==> config.mk <==
export PLATFORM = sky130hd
export DESIGN_NAME = acc_deshifter
export DESIGN_NICKNAME = d
export VERILOG_FILES = /design/src/rtl/acc_deshifter.sv
export SDC_FILE = /design/constraint.sdc
export NUM_CORES = 1
export LEC_CHECK = 0
export CORE_UTILIZATION = 55
export DETAILED_ROUTE_END_ITERATION = 8
export PLACE_DENSITY = 0.85
export SLEW_MARGIN = 15
export SYNTH_ARGS = -nofsm -noshare
export SYNTH_HDL_FRONTEND = slang
export SYNTH_SLANG_ARGS = --single-unit
==> constraint.sdc <==
create_clock -name clk -period 3.3 [get_ports clk]
set_input_delay 0.33 -clock clk [delete_from_list [all_inputs] [get_ports clk]]
set_output_delay 0.33 -clock clk [all_outputs]
set_load 0.05 [all_outputs]
==> src/rtl/acc_deshifter.sv <==
// -----------------------------------------------------------------------------
// acc_deshifter
//
// Collects a bit-serial accumulator stream (LSB first) into 32-bit words and
// writes each completed word to a single-port SRAM at consecutive addresses,
// starting from a base latched when the transfer is armed. A transfer writes
// (img_size + 1) words, and the address wraps modulo the SRAM depth.
//
// Ports
//   clk           system clock, rising edge
//   reset_n       asynchronous active-low reset; aborts any transfer
//   sram_en       one-cycle enable/write strobe per completed word
//   sram_addr     SRAM write address, valid while sram_en = 1
//   sram_data     SRAM write data, valid while sram_en = 1
//   shift_start   one-cycle pulse; arms a transfer when idle
//   shift_idle    1 = idle and ready, 0 = transfer in progress
//   start_addr    base address, sampled on an accepted shift_start
//   img_size      word count minus 1, sampled on an accepted shift_start
//   serial_input  serial data bit
//   serial_en     qualifies serial_input while a transfer is in progress
// -----------------------------------------------------------------------------
module acc_deshifter #(
   parameter int SRAM_DEPTH = 1024,
   localparam int AW = $clog2(SRAM_DEPTH)
) (
   input  logic          clk,
   input  logic          reset_n,
   output logic          sram_en,
   output logic [AW-1:0] sram_addr,
   output logic [31:0]   sram_data,
   input  logic          shift_start,
   output logic          shift_idle,
   input  logic [AW-1:0] start_addr,
   input  logic [AW-1:0] img_size,
   input  logic          serial_input,
   input  logic          serial_en
);

   typedef enum logic [1:0] {
      IDLE  = 2'd0,
      SHIFT = 2'd1,
      LAST  = 2'd2
   } state_t;

   state_t        state_q,     state_d;
   logic [AW-1:0] base_q,      base_d;
   logic [AW-1:0] last_q,      last_d;
   logic [AW-1:0] word_idx_q,  word_idx_d;
   logic [4:0]    bit_cnt_q,   bit_cnt_d;
   logic [31:0]   shreg_q,     shreg_d;
   logic          sram_en_q,   sram_en_d;
   logic [AW-1:0] sram_addr_q, sram_addr_d;
   logic [31:0]   sram_data_q, sram_data_d;

   logic [31:0]   shreg_next;

   // New bit enters at the MSB so that after 32 shifts the first bit
   // received sits in bit 0.
   assign shreg_next = {serial_input, shreg_q[31:1]};

   always_comb begin
      // NOTE: every variable gets its hold value first so that no path
      // through the case/if tree leaves one unassigned and infers a latch.
      state_d     = state_q;
      base_d      = base_q;
      last_d      = last_q;
      word_idx_d  = word_idx_q;
      bit_cnt_d   = bit_cnt_q;
      shreg_d     = shreg_q;
      sram_en_d   = 1'b0;
      sram_addr_d = sram_addr_q;
      sram_data_d = sram_data_q;

      unique case (state_q)
         IDLE: begin
            // serial_en is deliberately ignored here: stray bits before the
            // start pulse must not shift the word alignment.
            if (shift_start) begin
               base_d     = start_addr;
               last_d     = img_size;
               word_idx_d = '0;
               bit_cnt_d  = '0;
               shreg_d    = '0;
               state_d    = SHIFT;
            end
         end

         SHIFT: begin
            if (serial_en) begin
               shreg_d   = shreg_next;
               bit_cnt_d = bit_cnt_q + 5'd1;
               if (bit_cnt_q == 5'd31) begin
                  sram_en_d   = 1'b1;
                  sram_data_d = shreg_next;
                  sram_addr_d = base_q + word_idx_q;
                  word_idx_d  = word_idx_q + AW'(1);
                  // Compare before the increment so img_size = 2^AW-1
                  // still terminates after 2^AW words.
                  if (word_idx_q == last_q) begin
                     state_d = LAST;
                  end
               end
            end
         end

         LAST: begin
            // The final write pulse is on the outputs during this cycle.
            state_d = IDLE;
         end

         default: begin
            state_d = IDLE;
         end
      endcase
   end

   always_ff @(posedge clk or negedge reset_n) begin
      if (!reset_n) begin
         state_q     <= IDLE;
         base_q      <= '0;
         last_q      <= '0;
         word_idx_q  <= '0;
         bit_cnt_q   <= '0;
         shreg_q     <= '0;
         sram_en_q   <= 1'b0;
         sram_addr_q <= '0;
         sram_data_q <= '0;
      end else begin
         // NOTE: non-blocking assignments so every flop samples the values
         // computed from the previous cycle, independent of statement order.
         state_q     <= state_d;
         base_q      <= base_d;
         last_q      <= last_d;
         word_idx_q  <= word_idx_d;
         bit_cnt_q   <= bit_cnt_d;
         shreg_q     <= shreg_d;
         sram_en_q   <= sram_en_d;
         sram_addr_q <= sram_addr_d;
         sram_data_q <= sram_data_d;
      end
   end

   assign sram_en    = sram_en_q;
   assign sram_addr  = sram_addr_q;
   assign sram_data  = sram_data_q;
   assign shift_idle = (state_q == IDLE);

endmodule

# Word-level counts from Yosys, hierarchy flattened
# Index checks and enable logic that the tools add are counted.
[classes] add_sub_neg=3 n_reduce_logical=7 bitwise_logic=0 magnitude_cmp=0 n_eq_ne=7 div=0 mux=18 multipliers=0 shift=0
[op_table] operator="32-bit two-way mux" count=2
[op_table] operator="32-bit case mux with 2 select lines" count=1
[op_table] operator="10-bit two-way mux" count=3
[op_table] operator="10-bit case mux with 2 select lines" count=1
[op_table] operator="10-bit by 1-bit adder with 10-bit output, second input constant" count=1
[op_table] operator="10-bit adder" count=1
[op_table] operator="10-bit == test" count=1
[op_table] operator="5-bit two-way mux" count=2
[op_table] operator="5-bit case mux with 2 select lines" count=1
[op_table] operator="2-bit two-way mux" count=4
[op_table] operator="2-bit inequality test, second input constant" count=4
[op_table] operator="4-bit AND reduction" count=2
[op_table] operator="3-bit AND reduction" count=2
[op_table] operator="5-bit by 1-bit adder with 5-bit output, second input constant" count=1
[op_table] operator="5-bit == test, second input constant" count=1
[op_table] operator="2-bit case mux with 2 select lines" count=1
[op_table] operator="1-bit two-way mux" count=3
[op_table] operator="2-bit by 1-bit == test with 1-bit output, second input constant" count=1
[op_table] operator="2-bit logical NOT" count=1
[op_table] operator="2-bit AND reduction" count=1
[op_table] operator="2-bit nonzero test" count=1
[word_totals] mem_count=0 register_bits=112 output_inout_bits=44 latchBits=0 mem_bits_ro=0 ramBits=0 elab_cells=44 input_bits=25

# Logic depth before layout (Yosys ltp)
# Gate-level depths: netlist (run 1).
[depth] ltp_word=5 depth_mapped=9 mapped_depth_nobuf=8

# Worst setup path after synthesis (run 1)
# OpenSTA, ideal clock, no wires.
[synth_timing] kind="register to register" startpoint="register state_q[1]" endpoint="register word_idx_q[9]" setup_slack_ps=1136 t_required_ps=3222 stages_incl_launch_ff=7 synth_period_minus_slack_ps=2164 t_arrival_ps=2086 setup_ps=78 path_buffers=1 cell_sequence="dfrtp_1 > nor2_1 > and2_1 > buf_2 > o2111ai_4 > or3_1 > a21oi_1"
[synth_via] elab_chain_len=3 elab_cells_between_ends=8 cone_classes="eq/ne: 4; mux: 1; reduce/logical: 3"
[synth_lines] element="start: declaration" line_no="45" rtl="state_t state_q, state_d;"
[synth_lines] element="start signal: assignment" line_no="131" rtl="state_q <= state_d;"
[synth_lines] element="2-bit logical NOT (*)"
[synth_lines] element="via shift_idle" line_no="32" rtl="output logic shift_idle,"
[synth_lines] element="2-bit inequality test (no source line) or 2-bit nonzero test (tied branches)"
[synth_lines] element="4-bit AND reduction (no source line)"
[synth_lines] element="end signal: assignment" line_no="134" rtl="word_idx_q <= word_idx_d;"
[synth_lines] element="end: declaration" line_no="48" rtl="logic [AW-1:0] word_idx_q, word_idx_d;"
# The timed path passes the listed nets; every way through them passes the cells marked *.
# A chain may end at the register's enable or synchronous reset.

# Worst setup path after layout (run 1)
[layout_timing] startpoint="register state_q[1]" endpoint="output shift_idle"
[layout_via] elab_chain_len=1
[layout_lines] element="2-bit logical NOT" line_no="146" rtl="assign shift_idle = (state_q == IDLE);"
[layout_lines] element="end: declaration" line_no="32"
# No other way between the ends.

==> results.py, run 1 <==
metrics = {
    "job": {
        "cap_violations": 0,
    },
    "min_path": {
        "holdCritPathClass": "in -> async",
    },
    "power": {
        "ir_drop_v": 0.000304,
        "leakage_nw": 2.72,
        "finalPower_mw": 3.01,
        "powerDensity_nw_per_um2": 523,
    },
    "floorplan": {
        "core_area_um2": 8340,
        "io_pins": 69,
        "die_area_um2": 9110,
        "start_util": 0.576,
        "die_w_um": 95.4,
        "die_h_um": 95.4,
        "rows": 33,
    },
    "clock_tree": {
        "tritoncts": "built",
        "clockBufferDepth": 2,
        "clkTransAtPathRegs_ns": 0.10,
        "clock-root-buffer": "clkbuf_8",
        "cts_setup_buffers": 0,
        "cts_inserted_buffers": 9,
        "h-tree-depth": 3,
        "cts_resized": 0,
        "insertion_delay_ns": 0.37,
        "holdBufCountCts": 0,
        "cts.sinks": 111,
    },
    "critical_path": {
        "crit_path_end_kind": "primary output",
        "r2r_end": "sram_addr[8]",
        "cp_max_fo": 3,
        "regToRegSetupSlack_ns": 1.16,
        "crit_type": "reg -> out",
        "critPathRequiredTime_ns": 2.97,
        "cp-start-kind": "register",
        "r2r.worst_path.cells": 8,
        "crit_arrival_ns": 1.82,
        "rr_startpoint": "word_idx_q[0]",
        "cp-endpoint": "shift_idle",
        "crit_start": "state_q[1]",
    },
    "yosys": {
        "ys_top_cells_by_area": "dfrtp_1, nand2_1, mux2_2, a22o_1, ha_1",
        "syn-num-nets": 494,
        "synth_warnings": 0,
        "netlist_area_um2": 4800,
        "syn_area_per_cell_um2": 10.5,
        "synth_top_area_frac": 0.579,
        "yosys.area.top_type": "dfrtp_1",
        "ys_types": 40,
        "yosysSeqAreaShare": 0.579,
        "syn_inst": 456,
        "ys_ff_latch": 111,
    },
    "detailed_routing": {
        "first_iter_violations": 141,
        "ant_nets": 0,
        "vias": 3370,
        "wire_per_inst_um": 14.7,
        "drc_errors": 0,
        "first_pass_iters": 4,
        "vias_per_cell": 5.37,
        "drt-total-wl_um": 9200,
    },
    "timing": {
        "slew_viol_final": 0,
        "fmax_ghz": 0.465,
        "setup_viol": 0,
        "rsz0062_at_grt": "false",
        "timing.final.crit_period_ns": 2.15,
        "hold_viol_final": 0,
        "setup_tns_ns": 0,
        "tightest_slew_ns": 0.927,
        "period_share": 0.651,
        "relSlewSlack": 0.382,
        "setup_slack_ns": 1.15,
        "finClkSkew_ns": 0.00977,
    },
    "layout": {
        "drive_above_1_share": 0.0956,
        "diodes": 0,
        "final_nets": 556,
        "area_delta_synth_final_pct": 20.1,
        "final_common_cell": "nand2_1",
        "mostFrequentLayoutCells": "nand2_1, dfrtp_1, clkdlybuf4s50_1",
        "n_fill_cell": 630,
    },
    "outcome": {
        "status": "finished clean",
    },
    "grt": {
        "grt_overflow": 0,
        "grt_use_total": 0.233,
        "grt_pass1_vias": 3405,
        "grt_pass1_wl_um": 16100,
        "grt_max_degree": 76,
        "antenna_found_initial": 0,
    },
    "place": {
        "pre_cts_ws_ns": 1.01,
        "gp_congestion": 0.833,
        "port_buffers": 68,
        "hpwl_um": 6320,
    },
}
[state kept, by name (all words and copies together), names as in the netlist]
signal and flops:
sram_data 32, base_q 10, state_q 2, shreg_q 31
bit_cnt_q 5, last_q 10, sram_en 1, word_idx_q 10
sram_addr 10
[Yosys cell counts]
library cell  number
clkbuf_1           9
buf_4              4
a31oi_1            1
a21oi_1            7
o41ai_1            1
or3_1              3
o31a_1             1
ha_1              12
xnor2_1            9
nor2_1            15
a21boi_0           1
nor4_1             1
a22o_1            20
nand3_1            1
nand3_4            1
and3_1             4
clkinv_2           1
o2111ai_4          1
fa_1               1
buf_2             10
mux2_2            21
xor2_1            12
a22oi_1            1
nand2_1          145
o21a_1             3
mux2i_1            1
a21o_1             3
inv_1              6
nor2b_1            1
o21bai_1           1
nor3_1             2
o21ai_0           27
buf_1              1
o31ai_1            3
a211oi_1           4
dfrtp_1          111
nand4_1            6
nor2b_2            1
and2_1             3
nor3b_1            1
[power breakdown]
| group | switching, mW | leakage (nW) | internal, mW |
|---|---|---|---|
| sequential | 0.134 | 1.49 | 1.54 |
| combinational | 0.260 | 1.14 | 0.257 |
| clock | 0.452 | 0.0989 | 0.374 |
[routing by layer]
metal | routed length, um | vias up | track usage
li1 | - | 1650 | -
met1 | 4440 | 1630 | 0.326
met2 | 4290 | 74 | 0.364
met3 | 325 | 16 | 0.0447
met4 | 145 | 0 | 0.0833
met5 | 0 | - | 0
[metrics by stage]
| step | instance area (um2) | utilization | hold slack, ns | cells |
|---|---|---|---|---|
| after CTS | 5770 | 0.691 | 0.118 | 628 |
| final | 5770 | 0.691 | 0.0862 | 628 |
| after detailed placement | 5560 | 0.667 | 0.462 | 612 |
| after global placement | 5560 | 0.667 | 0.458 | 612 |
| after floorplan | 4800 | - | 0.0344 | 456 |
| after global routing | 5770 | 0.691 | 0.162 | 628 |
[area by class of cell]
cell class	count	area (um2)	share of cell area
well taps	105	131	0.0228
multi-input cells	314	1880	0.326
inverters	7	27.5	0.00477
clock buffers	10	138	0.0239
clock inverters	6	67.6	0.0117
flip-flops and latches	111	2780	0.482
repair buffers	75	743	0.129
[how the worst min path moves through the flow]
stage                               end  slack, ns           from
after global routing       sram_addr[2]       0.16        reset_n
after CTS                  sram_addr[2]       0.12        reset_n
after detailed placement  sram_data[14]       0.46  sram_data[14]
after global placement    sram_data[20]       0.46  sram_data[20]
final                      sram_addr[2]       0.09        reset_n
after floorplan               base_q[0]       0.03        reset_n
[cells by family (layout without fill, tap and decap cells)]
family	Yosys count	in the layout	share of synthesized area
AOI/OAI and AO/OA	74	74	0.107
muxes	22	22	0.0513
adders and majority gates	13	13	0.0354
and+or+nand+nor	184	184	0.159
DFF	111	111	0.579
buffers and inverters	31	98	0.0302
xor gates and xnor gates	21	21	0.0383
[worst max-delay path: stages (launching register included)]
cell and delay, ns:
dfrtp_1 0.41, nor2_1 0.19, clkdlybuf4s50_1 0.84
Note: power is estimated with default switching activity, not from simulation.
==> run 2: changes to the inputs <==
--- a/config.mk
+++ b/config.mk
@@ -5,9 +5,9 @@
 export SDC_FILE = /design/constraint.sdc
 export NUM_CORES = 1
 export LEC_CHECK = 0
-export CORE_UTILIZATION = 55
+export CORE_UTILIZATION = 54
 export DETAILED_ROUTE_END_ITERATION = 8
-export PLACE_DENSITY = 0.85
+export PLACE_DENSITY = 0.84
 export SLEW_MARGIN = 15
 export SYNTH_ARGS = -nofsm -noshare
 export SYNTH_HDL_FRONTEND = slang
==> constraint.sdc (replaced) <==
create_clock -name clk -period 2.1 [get_ports clk]
set_input_delay 0.21 -clock clk [delete_from_list [all_inputs] [get_ports clk]]
set_output_delay 0.21 -clock clk [all_outputs]
set_load 0.05 [all_outputs]
==> run 2 against run 1 <==
Effect of this change: sequential share of layout area decreased by 0.46 points; clock skew increased by 0.0042 ns; worst hold slack improved by 0.31 ns; final area increased by 1.0%; utilization decreased by 2.0 points; worst setup slack got worse by 1.0 ns; final cell count increased by 1.8%.
==> results.py, run 2 (same netlist as run 1, synthesis figures left out) <==
metrics = {
    "critical_path": {
        "crit_path_end_kind": "register",
        "cp_max_fo": 3,
        "critPathRequiredTime_ns": 2.38,
        "r2r_end": "sram_addr[8]",
        "crit_type": "reg -> reg",
        "cp-start-kind": "register",
        "rr_startpoint": "word_idx_q[0]",
        "r2r.worst_path.cells": 8,
        "crit_arrival_ns": 2.25,
        "regToRegSetupSlack_ns": 0.12,
    },
    "floorplan": {
        "die_area_um2": 9270,
        "core_area_um2": 8680,
        "io_pins": 69,
        "rows": 34,
        "die_w_um": 96.3,
        "die_h_um": 96.3,
        "start_util": 0.553,
    },
    "detailed_routing": {
        "first_iter_violations": 145,
        "drc_errors": 0,
        "ant_nets": 0,
        "drt-total-wl_um": 9530,
        "vias_per_cell": 5.41,
        "first_pass_iters": 4,
        "wire_per_inst_um": 14.9,
        "vias": 3456,
    },
    "layout": {
        "final_area_um2": 5820,
        "n_fill_cell": 655,
        "multi_input_area_um2": 1900,
        "area_delta_synth_final_pct": 21.3,
        "final_nets": 564,
        "drive_above_1_share": 0.111,
        "mostFrequentLayoutCells": "nand2_1, dfrtp_1, clkdlybuf4s50_1",
        "ff_latch_area_um2": 2780,
        "final_core_util": 0.671,
        "final_common_cell": "nand2_1",
        "diodes": 0,
        "largest_reg_flops": 32,
    },
    "place": {
        "pre_cts_ws_ns": -0.0745,
        "port_buffers": 68,
        "postPlaceCellArea_um2": 5620,
        "gp_congestion": 0.827,
        "hpwl_um": 6640,
    },
    "clock_tree": {
        "clkTransAtPathRegs_ns": 0.11,
        "tritoncts": "built",
        "cts_setup_buffers": 0,
        "cts_inserted_buffers": 9,
        "insertion_delay_ns": 0.37,
        "cts.sinks": 111,
        "h-tree-depth": 3,
        "clock-root-buffer": "clkbuf_8",
        "clockBufferDepth": 2,
    },
    "grt": {
        "grt_use_total": 0.222,
        "grt_max_degree": 49,
        "grt_pass1_wl_um": 15600,
        "grt_overflow": 0,
        "grt_pass1_vias": 3221,
        "antenna_found_initial": 0,
    },
    "timing": {
        "period_share": 0.942,
        "tightest_slew_ns": 0.620,
        "fmax_ghz": 0.506,
        "timing.final.crit_period_ns": 1.98,
        "relSlewSlack": 0.587,
        "rsz0062_at_grt": "false",
        "hold_viol_final": 0,
        "slew_viol_final": 0,
        "setup_viol": 0,
        "setup_slack_ns": 0.123,
        "finClkSkew_ns": 0.0140,
    },
    "outcome": {
        "status": "finished clean",
    },
    "power": {
        "ir_drop_v": 0.000431,
        "finalPower_mw": 4.64,
        "powerDensity_nw_per_um2": 796,
        "leakage_nw": 2.76,
    },
    "min_path": {
        "holdCritPathClass": "in -> async",
    },
    "job": {
        "cap_violations": 0,
    },
}
==> run 2: critical path, cell delays in order (launching register included) <==
cell,delay (ns)
dfrtp_1,0.37
ha_1,0.19
inv_1,0.07
fa_1,0.40
nor2b_1,0.17
o31a_1,0.22
o41ai_2,0.09
and3_1,0.19
o31ai_1,0.19
==> run 2: power by group <==
group	internal [mW]	switching, mW
Sequential	2.42	0.212
Combinational	0.407	0.416
Clock	0.452	0.733
==> run 2: through the flow <==
step	setup TNS (ns)	std cells	hold slack (ns)
floorplan	0	456	-0.0856
global placement	-0.0272	622	0.263
detailed placement	-0.566	622	0.274
CTS	0	639	0.411
global route	0	639	0.438
finish	0	639	0.394
==> run 2: worst max-delay path by stage <==
stage | end | slack (ns) | cells past startpoint | from
detailed placement | shreg_q[26] | -0.07 | 6 | serial_en
CTS | sram_addr[8] | 0.04 | 8 | base_q[0]
global route | word_idx_q[9] | 0.02 | 8 | bit_cnt_q[1]
floorplan | word_idx_q[9] | 0.19 | 6 | state_q[1]
global placement | bit_cnt_q[4] | -0.006 | 5 | serial_en
finish | sram_addr[8] | 0.12 | 8 | word_idx_q[0]
==> run 2: metal layers <==
layer  part of all wire  wire, um  up-vias  track usage
met2               0.49      4660       90        0.344
met3              0.038       359       13       0.0348
met4              0.015       146        0       0.0821
met1               0.46      4360     1683        0.315
met5                  0         0        -            0
li1                   -         -     1670            -
==> run 2: cell type report <==
class                           instances  share of cell area
Clock buffer                           10              0.0219
Clock inverter                          6             0.00924
Inverter                                7             0.00473
Multi-Input combinational cell        314               0.325
Sequential cell                       111               0.477
Tap cell                              108              0.0232
Timing Repair Buffer                   83               0.138
==> run 2: timing repair <==
item	in CTS	in global routing
gates resized for setup	1	2
endpoints found under the hold margin	45	0
pin swaps	0	0
endpoints found under the setup margin	10	2
hold buffers	1	0
==> run 3: changes to the inputs <==
--- a/config.mk
+++ b/config.mk
@@ -5,9 +5,11 @@
 export SDC_FILE = /design/constraint.sdc
 export NUM_CORES = 1
 export LEC_CHECK = 0
-export CORE_UTILIZATION = 54
+export CORE_UTILIZATION = 49
+export CTS_CLUSTER_DIAMETER = 50
 export DETAILED_ROUTE_END_ITERATION = 8
-export PLACE_DENSITY = 0.84
+export PLACE_DENSITY = 0.81
+export SKIP_CTS_REPAIR_TIMING = 1
 export SLEW_MARGIN = 15
 export SYNTH_ARGS = -nofsm -noshare
 export SYNTH_HDL_FRONTEND = slang
==> constraint.sdc (replaced) <==
create_clock -name clk -period 1.7 [get_ports clk]
set_input_delay 0.17 -clock clk [delete_from_list [all_inputs] [get_ports clk]]
set_output_delay 0.17 -clock clk [all_outputs]
set_load 0.05 [all_outputs]
==> run 3 against run 2 <==
Effect of this change: final area rose by 8.9%; the flow now finishes with violations (negative setup slack); critical path type unchanged; non-clock buffer count is 31 higher; flip-flop and latch count is the same; largest cell class unchanged; fmax increased by 1.2%.
==> results.py, run 3 (same netlist as run 1, synthesis figures left out) <==
metrics = {
    "detailed_routing": {
        "first_iter_violations": 131,
        "drc_errors": 0,
        "drt-total-wl_um": 10300,
        "wire_per_inst_um": 14.9,
        "vias_per_cell": 5.22,
        "ant_nets": 0,
        "vias": 3604,
        "first_pass_iters": 5,
    },
    "power": {
        "switchingPower_mw": 1.78,
        "pwr-share-clk": 0.269,
        "intPower_mw": 4.31,
        "finalPower_mw": 6.09,
        "leakage_nw": 3.59,
        "ir_drop_v": 0.000507,
        "p_comb_frac": 0.197,
        "swShare": 0.292,
        "pwr-share-seq": 0.534,
        "powerDensity_nw_per_um2": 960,
    },
    "layout": {
        "final_common_cell": "nand2_1",
        "mostFrequentLayoutCells": "nand2_1, dfrtp_1, buf_4",
        "drive_above_1_share": 0.219,
        "final_nets": 595,
        "multi_input_area_um2": 2000,
        "n_fill_cell": 704,
        "area_delta_synth_final_pct": 32.1,
        "ff_latch_area_um2": 2780,
        "final_area_um2": 6340,
        "largest_reg_flops": 32,
        "diodes": 0,
        "layoutNonFillerInstCount": 690,
        "final_core_util": 0.677,
    },
    "timing": {
        "rsz0062_at_grt": "true",
        "setup_slack_ns": -0.253,
        "period_share": 1.15,
        "fmax_ghz": 0.512,
        "fin_hold_ws_ns": 0.297,
        "finClkSkew_ns": 0.0118,
        "setup_viol": 7,
        "hold_viol_final": 0,
        "tightest_slew_ns": 0.511,
        "setup_tns_ns": -0.896,
        "slew_viol_final": 0,
        "relSlewSlack": 0.659,
        "timing.final.crit_period_ns": 1.95,
    },
    "floorplan": {
        "rows": 35,
        "core_area_um2": 9370,
        "start_util": 0.512,
        "die_area_um2": 10200,
        "io_pins": 69,
        "die_h_um": 101,
        "die_w_um": 101,
    },
    "job": {
        "cap_violations": 0,
    },
    "clock_tree": {
        "clkTransAtPathRegs_ns": 0.11,
        "tritoncts": "built",
        "clock-root-buffer": "clkbuf_8",
        "cts.sinks": 111,
        "cts_inserted_buffers": 9,
        "clockBufferDepth": 2,
        "insertion_delay_ns": 0.38,
        "h-tree-depth": 3,
    },
    "grt": {
        "antenna_found_initial": 0,
        "grt_overflow": 0,
        "grt_max_degree": 50,
        "grt_pass1_wl_um": 16800,
        "grt_pass1_vias": 3516,
        "grt_use_total": 0.214,
    },
    "outcome": {
        "status": "complete, but fails checks",
        "violations": "negative setup slack",
    },
    "min_path": {
        "holdCritPathClass": "in -> async",
    },
    "place": {
        "pre_cts_ws_ns": -0.282,
        "postPlaceCellArea_um2": 5840,
        "port_buffers": 68,
        "dp.cells": 665,
        "hpwl_um": 7110,
        "gp_congestion": 0.865,
    },
    "critical_path": {
        "crit_start": "word_idx_q[0]",
        "crit_path_end_kind": "register",
        "critPathRequiredTime_ns": 1.99,
        "crit_arrival_ns": 2.24,
        "crit_type": "reg -> reg",
        "rr_startpoint": "word_idx_q[0]",
        "cp-start-kind": "register",
        "cp_max_fo": 3,
    },
}
run 3: cell types whose count changed in the layout (fill, tap and decap cells not counted), moves of 2 or more:
cell,delta
buf_6,+6
a211oi_1,-2
dlymetal6s2s_1,+32
buf_4,+33
ha_4,+2
ha_1,-3
clkdlybuf4s50_1,-44
a21oi_1,-3
and2_2,+2
buf_12,+3
o21ai_0,-2
and2_1,-2
a21oi_2,+3
run 3: layout make-up:
cell class | count | share of cell area
timing repair buffer | 114 | 0.184
tap | 129 | 0.0254
multi-input combinational | 314 | 0.316
inverter | 7 | 0.00493
clock inverter | 6 | 0.0124
clock buffer | 9 | 0.0195
sequential | 111 | 0.438
run 3: worst max-delay path, cell delays in order (launching register included):
cell and delay (ns):
dfrtp_2 0.44, ha_4 0.17, inv_2 0.05, fa_2 0.20, nor2b_2 0.05, o31a_1 0.29, buf_4 0.15, o21a_1 0.19
o21a_1 0.17, o31ai_1 0.18
run 3: final timing paths:
path	end	slack, ns	cells after the start
worst min register to register	sram_data[27]	0.48	2
max in group asynchronous	sram_data[26]	0.79	3
worst min-delay path	last_q[1]	0.30	2
worst max register to register	sram_addr[6]	-0.25	9
min in group clk	last_q[4]	0.40	2
worst max-delay path	sram_addr[6]	-0.25	9
run 3: per-layer routing:
| metal | wire (um) | global-route usage | up-vias | share of wire |
|---|---|---|---|---|
| li1 | - | - | 1731 | - |
| met1 | 4740 | 0.294 | 1770 | 0.46 |
| met2 | 4920 | 0.350 | 89 | 0.48 |
| met3 | 416 | 0.0270 | 14 | 0.041 |
| met4 | 174 | 0.0847 | 0 | 0.017 |
| met5 | 0 | 0 | - | 0 |
run 3: power groups by stage:
stage	clock network (mW)	logic, mW	registers, mW
2_1_floorplan	0	0.703	3.27
3_3_place_gp	0	1.07	3.27
3_5_place_dp	0	1.13	3.30
4_1_cts	1.67	1.13	3.24
5_1_grt	1.78	1.32	3.30
6_report	1.64	1.20	3.25
